===== config.mk =====
export PLATFORM = sky130hd
export DESIGN_NAME = uart_tx_ctrl_flat
export DESIGN_NICKNAME = d
export VERILOG_FILES = /design/src/rtl/uart_pkg.sv /design/src/rtl/uart_tx_ctrl_if.sv /design/src/rtl/uart_tx_ctrl.sv /design/src/flat_wrapper.sv
export SDC_FILE = /design/constraint.sdc
export NUM_CORES = 1
export LEC_CHECK = 0
export ABC_AREA = 1
export BUFFER_PORTS_ARGS = -buffer_cell sky130_fd_sc_hd__buf_2
export CAP_MARGIN = 5
export CORE_UTILIZATION = 30
export CTS_CLUSTER_SIZE = 12
export DETAILED_ROUTE_END_ITERATION = 10
export PLACE_DENSITY = 0.54
export SETUP_SLACK_MARGIN = 0.1
export SLEW_MARGIN = 20
export SYNTH_ARGS = -nofsm -noshare
export SYNTH_HDL_FRONTEND = slang
export SYNTH_SLANG_ARGS = --single-unit

===== constraint.sdc =====
create_clock -name pclk -period 2.3 [get_ports pclk]
set_input_delay 0.46 -clock pclk [delete_from_list [all_inputs] [get_ports pclk]]
set_output_delay 0.46 -clock pclk [all_outputs]
set_load 0.01 [all_outputs]

===== src/rtl/uart_pkg.sv =====
// uart_pkg: types and constants shared by the UART transmit sequencer, the
// receive side and the register block.
//   tx_state_e     : transmit sequencer states
//   WLS_*          : word length select encodings (5..8 data bits)
//   uart_lcr_t     : line control fields {bc, sp, eps, pen, stb, wls}
//   wls_data_mask  : mask that keeps only the data bits a word length sends
//   wls_last_bit   : bit counter value of the last data bit for a word length
package uart_pkg;

   typedef enum logic [2:0] {
      IDLE   = 3'd0,
      START  = 3'd1,
      DATA   = 3'd2,
      PARITY = 3'd3,
      STOP   = 3'd4
   } tx_state_e;

   localparam logic [1:0] WLS_5 = 2'b00;
   localparam logic [1:0] WLS_6 = 2'b01;
   localparam logic [1:0] WLS_7 = 2'b10;
   localparam logic [1:0] WLS_8 = 2'b11;

   typedef struct packed {
      logic       bc;
      logic       sp;
      logic       eps;
      logic       pen;
      logic       stb;
      logic [1:0] wls;
   } uart_lcr_t;

   function automatic logic [7:0] wls_data_mask(input logic [1:0] sel);
      logic [7:0] mask;
      case (sel)
         WLS_5:   mask = 8'h1F;
         WLS_6:   mask = 8'h3F;
         WLS_7:   mask = 8'h7F;
         WLS_8:   mask = 8'hFF;
         default: mask = 8'hFF;
      endcase
      return mask;
   endfunction

   // The bit counter starts at 0, so the last data bit sits at (wls + 4).
   function automatic logic [2:0] wls_last_bit(input logic [1:0] sel);
      return {1'b0, sel} + 3'd4;
   endfunction

endpackage


===== src/rtl/uart_tx_ctrl_if.sv =====
// uart_tx_ctrl_if: transmit-holding handshake between the register block
// (master) and the transmit sequencer (slave).
//   tx_data  : byte to transmit
//   tx_valid : tx_data is valid
//   tx_ready : holding register empty; a transfer happens on tx_valid & tx_ready
interface uart_tx_ctrl_if;
   logic [7:0] tx_data;
   logic       tx_valid;
   logic       tx_ready;

   modport master (output tx_data, output tx_valid, input  tx_ready);
   modport slave  (input  tx_data, input  tx_valid, output tx_ready);
endinterface


===== src/rtl/uart_tx_ctrl.sv =====
// uart_tx_ctrl: UART transmit sequencer. Frames bytes from the holding
// register into start/data/parity/stop bits, advancing one bit per
// transmit_edge pulse from the baud generator.
// Ports:
//   pclk, preset      : clock, synchronous active-high reset
//   tx_if (slave)     : tx_data / tx_valid / tx_ready holding-register handshake
//   wls, stb, pen,
//   eps, sp, bc       : line control (latched per frame, except bc which is live)
//   transmit_edge     : one-cycle pulse per bit period
//   transmit_clk_clr  : one-cycle pulse restarting the baud counter on idle->active
//   txd               : serial output, idle high (registered)
//   thre              : holding register empty
//   temt              : holding register empty and sequencer idle
module uart_tx_ctrl
   import uart_pkg::*;
(
   input  logic          pclk,
   input  logic          preset,
   uart_tx_ctrl_if.slave tx_if,
   input  logic [1:0]    wls,
   input  logic          stb,
   input  logic          pen,
   input  logic          eps,
   input  logic          sp,
   input  logic          bc,
   input  logic          transmit_edge,
   output logic          transmit_clk_clr,
   output logic          txd,
   output logic          thre,
   output logic          temt
);

   tx_state_e  state_q, state_d;
   logic [7:0] hold_q, hold_d;
   logic       hold_full_q, hold_full_d;
   logic [7:0] shift_q, shift_d;
   logic [2:0] bit_cnt_q, bit_cnt_d;
   logic       stop_cnt_q, stop_cnt_d;
   logic [1:0] frame_wls_q, frame_wls_d;
   logic       frame_stb_q, frame_stb_d;
   logic       frame_pen_q, frame_pen_d;
   logic       parity_q, parity_d;
   logic       start_pend_q, start_pend_d;
   logic       txd_q, txd_d;
   logic       clr_q, clr_d;

   uart_lcr_t  lcr;
   logic       bit_edge;
   logic       do_load;
   logic       data_xor;

   assign lcr = '{bc: bc, sp: sp, eps: eps, pen: pen, stb: stb, wls: wls};

   // A bit edge is ignored while the baud counter is being realigned:
   // both in the cycle that schedules the clear and in the clear cycle itself,
   // so START always spans a full bit period.
   assign bit_edge = transmit_edge & ~clr_q & ~start_pend_q;

   // Parity only covers the data bits that the latched word length sends.
   assign data_xor = ^(hold_q & wls_data_mask(lcr.wls));

   // Next-state logic: holding register, sequencer, shifter and the registered
   // txd / transmit_clk_clr values.
   always_comb begin
      state_d      = state_q;
      hold_d       = hold_q;
      hold_full_d  = hold_full_q;
      shift_d      = shift_q;
      bit_cnt_d    = bit_cnt_q;
      stop_cnt_d   = stop_cnt_q;
      frame_wls_d  = frame_wls_q;
      frame_stb_d  = frame_stb_q;
      frame_pen_d  = frame_pen_q;
      parity_d     = parity_q;
      start_pend_d = 1'b0;
      clr_d        = start_pend_q;
      do_load      = 1'b0;

      if (tx_if.tx_valid && !hold_full_q) begin
         hold_d      = tx_if.tx_data;
         hold_full_d = 1'b1;
      end

      unique case (state_q)
         IDLE: begin
            if (hold_full_q) begin
               do_load      = 1'b1;
               state_d      = START;
               start_pend_d = 1'b1;
            end
         end
         START: begin
            if (bit_edge) begin
               state_d   = DATA;
               bit_cnt_d = 3'd0;
            end
         end
         DATA: begin
            if (bit_edge) begin
               shift_d = {1'b0, shift_q[7:1]};
               if (bit_cnt_q == wls_last_bit(frame_wls_q)) begin
                  bit_cnt_d = 3'd0;
                  state_d   = frame_pen_q ? PARITY : STOP;
               end else begin
                  bit_cnt_d = bit_cnt_q + 3'd1;
               end
            end
         end
         PARITY: begin
            if (bit_edge) begin
               state_d = STOP;
            end
         end
         STOP: begin
            if (bit_edge) begin
               if (frame_stb_q && !stop_cnt_q) begin
                  stop_cnt_d = 1'b1;
               end else begin
                  stop_cnt_d = 1'b0;
                  // Chaining straight into START keeps the baud phase, so no clear.
                  if (hold_full_q) begin
                     do_load = 1'b1;
                     state_d = START;
                  end else begin
                     state_d = IDLE;
                  end
               end
            end
         end
         default: state_d = IDLE;
      endcase

      if (do_load) begin
         shift_d     = hold_q;
         hold_full_d = 1'b0;
         frame_wls_d = lcr.wls;
         frame_stb_d = lcr.stb;
         frame_pen_d = lcr.pen;
         if (lcr.sp) begin
            parity_d = ~lcr.eps;
         end else begin
            parity_d = lcr.eps ? data_xor : ~data_xor;
         end
      end

      if (lcr.bc) begin
         txd_d = 1'b0;
      end else begin
         unique case (state_q)
            IDLE:    txd_d = 1'b1;
            START:   txd_d = 1'b0;
            DATA:    txd_d = shift_q[0];
            PARITY:  txd_d = parity_q;
            STOP:    txd_d = 1'b1;
            default: txd_d = 1'b1;
         endcase
      end
   end

   // State register with synchronous reset.
   always_ff @(posedge pclk) begin
      if (preset) begin
         state_q      <= IDLE;
         hold_q       <= 8'h00;
         hold_full_q  <= 1'b0;
         shift_q      <= 8'h00;
         bit_cnt_q    <= 3'd0;
         stop_cnt_q   <= 1'b0;
         frame_wls_q  <= WLS_8;
         frame_stb_q  <= 1'b0;
         frame_pen_q  <= 1'b0;
         parity_q     <= 1'b0;
         start_pend_q <= 1'b0;
         txd_q        <= 1'b1;
         clr_q        <= 1'b0;
      end else begin
         state_q      <= state_d;
         hold_q       <= hold_d;
         hold_full_q  <= hold_full_d;
         shift_q      <= shift_d;
         bit_cnt_q    <= bit_cnt_d;
         stop_cnt_q   <= stop_cnt_d;
         frame_wls_q  <= frame_wls_d;
         frame_stb_q  <= frame_stb_d;
         frame_pen_q  <= frame_pen_d;
         parity_q     <= parity_d;
         start_pend_q <= start_pend_d;
         txd_q        <= txd_d;
         clr_q        <= clr_d;
      end
   end

   assign tx_if.tx_ready   = ~hold_full_q;
   assign thre             = ~hold_full_q;
   assign temt             = ~hold_full_q && (state_q == IDLE);
   assign txd              = txd_q;
   assign transmit_clk_clr = clr_q;

endmodule

===== src/flat_wrapper.sv =====
// flat-port wrapper written by rule: the top's interface ports become plain ports
module uart_tx_ctrl_flat import uart_pkg::*;
  (pclk, preset, wls, stb, pen, eps, sp, bc, transmit_edge, transmit_clk_clr, txd, thre, temt, tx_if_tx_data, tx_if_tx_valid, tx_if_tx_ready);
  uart_tx_ctrl_if tx_if_i ();
  input  logic pclk;
  input  logic preset;
  input  logic [1:0] wls;
  input  logic stb;
  input  logic pen;
  input  logic eps;
  input  logic sp;
  input  logic bc;
  input  logic transmit_edge;
  output logic transmit_clk_clr;
  output logic txd;
  output logic thre;
  output logic temt;
  input wire logic [$bits(tx_if_i.tx_data)-1:0] tx_if_tx_data;
  input wire logic [$bits(tx_if_i.tx_valid)-1:0] tx_if_tx_valid;
  output wire logic [$bits(tx_if_i.tx_ready)-1:0] tx_if_tx_ready;
  assign tx_if_i.tx_data = tx_if_tx_data;
  assign tx_if_i.tx_valid = tx_if_tx_valid;
  assign tx_if_tx_ready = tx_if_i.tx_ready;
  uart_tx_ctrl u_core (.pclk(pclk), .preset(preset), .tx_if(tx_if_i), .wls(wls), .stb(stb), .pen(pen), .eps(eps), .sp(sp), .bc(bc), .transmit_edge(transmit_edge), .transmit_clk_clr(transmit_clk_clr), .txd(txd), .thre(thre), .temt(temt));
endmodule

### Word-level counts from Yosys, hierarchy flattened

Index checks and enable logic that the tools add are counted.

* register bits after elaboration: 32
* bits of input ports: 19
* output and inout port bits: 5

* add/subtract/negate cells: 2
* equal/unequal tests: 15
* multiplexer cells: 27
* bitwise operators: 9
* reduce and logical (&&, ||, !) cells: 17

Operator list (number)
* two-way mux 3 bit: 11
* one-hot mux 8 bit (4 select lines): 1
* two-way mux 8 bit: 3
* one-hot mux 3 bit (5 select lines): 1
* inequality test 2 x 1 -> 1 bit, second input constant: 6
* AND 8 bit: 1
* two-way mux 1 bit: 8
* parity 8 bit: 1
* AND reduction 7 bit: 1
* equality test 3 x 2 -> 1 bit, second input constant: 2
* inverter 1 bit: 6
* one-hot mux 3 bit (2 select lines): 1
* nonzero test 2 bit: 3
* equality test 2 bit, second input constant: 2
* AND reduction 2 bit: 2
* OR reduction 2 bit: 2
* adder 2 x 3 -> 3 bit, second input constant: 1
* adder 3 x 1 -> 3 bit, second input constant: 1
* equality test 3 x 1 -> 1 bit, second input constant: 1
* equality test 3 bit: 1
* equality test 3 bit, second input constant: 1
* logical AND 1 bit: 3
* zero test 3 bit: 1
* one-hot mux 1 bit (3 select lines): 1
* other kinds (7): 9

### Longest topological paths before layout

* depth after elaboration: 7
* mapped depth: 11

### Least setup slack after synthesis

Ideal clock, no wire load.

* path type: input to register
* from: input port transmit_edge
* to: register u_core.shift_q[0]
* data arrival time: 1.286 ns
* required time: 2.168 ns
* path slack: 0.881 ns
* stages on the path: 7
* buffers on the path: 0
* cell sequence: inv_1 -> nor3_4 -> inv_1 -> nor2_1 -> nor2_2 -> nand2_1 -> a31oi_1

* longest elaborated chain between the ends: 6
* elaborated cells between the ends (all ways): 8
* those cells by class: 3 x mux; 2 x bitwise; 3 x reduce/logical

RTL lines
* from (decl): line flat_wrapper.sv:13 `input logic transmit_edge;`
* AND 1 bit (*) (2 in a row): line uart_tx_ctrl.sv:57 `assign bit_edge = transmit_edge & ~clr_q & ~start_pend_q;`
* two-way mux 1 bit: line uart_tx_ctrl.sv:115 `if (bit_edge) begin`
* one-hot mux 1 bit (2 select lines): line uart_tx_ctrl.sv:84 `unique case (state_q)`
* nonzero test 2 bit (no source line)
* AND reduction 2 bit (no source line)
* to (signal assigned): line uart_tx_ctrl.sv:180 `shift_q <= shift_d;`
* to (decl): line uart_tx_ctrl.sv:36 `logic [7:0] shift_q, shift_d;`

Mark *: on every way between the ends. The rest lies on a longest branch, timed or not.
A chain may end at the register's enable or synchronous reset.

### Final worst setup path

* from: register u_core.state_q[0]
* to: output port temt

* longest elaborated chain between the ends: 2

RTL lines
* from (decl): line uart_tx_ctrl.sv:33 `tx_state_e state_q, state_d;`
* from (signal assigned): line uart_tx_ctrl.sv:177 `state_q <= state_d;`
* zero test 3 bit: line uart_tx_ctrl.sv:195 `assign temt = ~hold_full_q && (state_q == IDLE);`
* logical AND 1 bit: line uart_tx_ctrl.sv:195
* to (decl): line flat_wrapper.sv:17 `output logic temt;`

No other way between the ends.

==> results by group <==
Flow run
  – Max-cap violations: 0

Detailed routing
  – WL/cell: 10.3 µm
  – Routed vias: 1362
  – First-pass DRT Iterations: 4
  – Final Routed Wirelength: 3190 µm
  – Via-to-Cell Ratio: 4.41
  – Post-route DRC: 0
  – Starting DRC count in detailed routing: 80
  – Routed Antenna Nets: 0

Timing
  – Actual slew at the worst max-slew pin: 521 ps
  – RSZ-0062 raised after global routing: no
  – Endpoints failing setup: 0
  – Min Tclk post-route: 1730 ps
  – Worst Setup Slack, final: 566 ps
  – Fin crit share: 75.4%
  – Peak Freq: 577 MHz
  – Setup Skew: 5.62 ps
  – Pins Over Slew Limit: 0
  – Worst slew margin: 65.2%
  – Post-route setup TNS: 0 ps
  – Endpoints failing hold: 0

Cells and area
  – # fillers: 539
  – Nets: 261
  – Commonest non-fill, non-tap cell in the layout: nand2_1
  – Most frequent cells in the layout: nand2_1, dfxtp_1, nor2_1
  – Antenna Cells: 0
  – Area growth, synth to finish: 18.9%
  – Layout Cells excl Fill: 309
  – Layout cells sized above 1: 17.4%
  – Design area: 1770 µm²

Setup path
  – Critical Setup Path Class: register to output pin
  – Max FO, Critical Path: 4
  – CP Launch Type: register
  – Arrival @ worst endpoint: 1270 ps
  – CP required: 1840 ps
  – Reg-to-reg slack, setup: 630 ps
  – CP Capture Type: output pin

Logic synthesis
  – Yosys warning count: 0
  – Top cells by area, synth: dfxtp_1, nand2_1, nor2_1, inv_1, o21ai_0
  – Distinct cell type count of the synthesized netlist: 26
  – Net Count, Synth: 233
  – Mean Syn Cell Area: 7.01 µm²
  – Cell area after synthesis: 1490 µm²
  – #FFs+latches synth: 32
  – Share of Yosys cell area claimed by the top area cell type: 42.9%
  – Post-synth top area cell: dfxtp_1
  – Sequential-to-total area share from yosys stat: 42.9%
  – Post-Synthesis Cells: 213

Place
  – Pre-CTS setup slack: 545 ps
  – Routability cong.: 0.792
  – Placed cell count: 301
  – HPWL after DPL: 2330 µm
  – PortBufs: 23
  – Area of placed instances: 1680 µm²

GRT
  – Total GRT Usage: 13.8%
  – Largest net degree at the start of global routing: 18
  – First-pass GRT wire length: 5480 µm
  – Initial antenna violation count: 0
  – Vias in the first global route: 1193
  – Total grt overflow: 0

Power
  – Combinational share of power: 31.2%
  – Sw Ratio: 35.5%
  – Worst vdd ir: 0.363 mV
  – Pwr dens: 962 nW/µm²
  – Internal Power: 1.10 mW
  – Psw: 0.606 mW
  – Flop pwr share: 43.1%
  – Clock power frac: 25.8%
  – Leakage: 0.796 nW

Clock tree
  – Reg clk slew, reported paths: 60 ps
  – CTS Buf Count: 5
  – Max Buffers Root-to-Sink: 2
  – H-tree Lvls: 2
  – CTS tree: done
  – CTS Sinks: 32
  – Resized Gates After CTS: 0
  – Cts hold-fix bufs: 0
  – Setup bufs post-CTS: 0
  – Clock insertion delay at the later pin of the skew report: 280 ps
  – CTS Root Cell: clkbuf_8

Floorplan
  – Initial Util: 31.4%
  – CORE AREA: 4750 µm²
  – Die width: 72.5 µm
  – Die height: 72.5 µm
  – Die area: 5260 µm²
  – Site row count: 25
  – IO Count: 24

Hold path
  – Hold Path Class: primary input to register

Outcome
  – Status: finished, final reports clean
## logic make-up after synthesis
group	synth area share (%)
AND/OR/NAND/NOR	29.4
flip-flops	42.9
AO/OA/AOI/OAI	15.3
buffers and inverters	8.55
adder cells (fa/ha/maj)	0.838
XOR/XNOR	2.93
## Yosys cell counts (all sizes together)
| cell type | count |
|---|---|
| o211ai | 2 |
| nand4 | 1 |
| a211oi | 1 |
| o41ai | 1 |
| nor3 | 4 |
| or2 | 1 |
| o21ai | 15 |
| a21oi | 13 |
| ha | 1 |
| nand2 | 56 |
| xnor2 | 3 |
| dfxtp | 32 |
| a31oi | 8 |
| nand3 | 9 |
| inv | 26 |
| buf | 2 |
| o21bai | 1 |
| nor2 | 32 |
| clkbuf | 3 |
| xor2 | 2 |
## worst max-delay path, stage by stage (launching register included)
cell and delay [ps]:
dfxtp_1 330, inv_1 120, nand2_2 90, nor2_1 100, inv_1 90, nor2_1 120
buf_2 150
## power groups by stage
stage | clock network, mW | registers (mW) | logic (mW)
2_1_floorplan | 0 | 0.728 | 0.415
3_3_place_gp | 0 | 0.746 | 0.534
3_5_place_dp | 0 | 0.746 | 0.533
4_1_cts | 0.450 | 0.734 | 0.536
5_1_grt | 0.478 | 0.748 | 0.619
6_report | 0.440 | 0.735 | 0.532
## stage by stage
step           util [%]  total power [mW]  hold slack (ps)
2_1_floorplan         -              1.14              430
3_3_place_gp       35.4              1.28              451
3_5_place_dp       35.4              1.28              453
4_1_cts            37.3              1.72              396
5_1_grt            37.3              1.84              413
6_report           37.3              1.71              398
## final timing paths
| kind | from | endpoint | cells past startpoint |
|---|---|---|---|
| max | u_core.state_q[0] | temt | 6 |
| min | tx_if_tx_data[7] | u_core.hold_q[7] | 3 |
| max reg2reg | u_core.state_q[2] | u_core.frame_pen_q | 9 |
| min reg2reg | u_core.clr_d | u_core.transmit_clk_clr | 2 |
## area by class of cell
cell class	instances	area, µm²	share of cell area (%)
repair buffers	26	138	7.76
inverters	26	97.6	5.50
well taps	67	83.8	4.72
flip-flops and latches	32	641	36.1
clock buffers	8	90.1	5.08
multi-input cells	150	724	40.8
## state kept, by name (all words and copies together), names as in the netlist
signal,cells
u_core.parity_q,1
u_core.bit_cnt_q,3
u_core.stop_cnt_q,1
u_core.transmit_clk_clr,1
u_core.frame_wls_q,2
u_core.hold_full_q,1
u_core.frame_pen_q,1
u_core.hold_q,8
u_core.clr_d,1
u_core.txd,1
u_core.shift_q,8
u_core.state_q,3
u_core.frame_stb_q,1
## routing by layer
metal / global-route usage, % / vias up / share of wire, %
li1: - / 743 / -
met1: 18.7 / 573 / 51
met2: 20.8 / 41 / 42
met3: 3.75 / 5 / 5.3
met4: 5.23 / 0 / 1.2
met5: 0 / - / 0
Note: power is estimated with default switching activity, not from simulation.
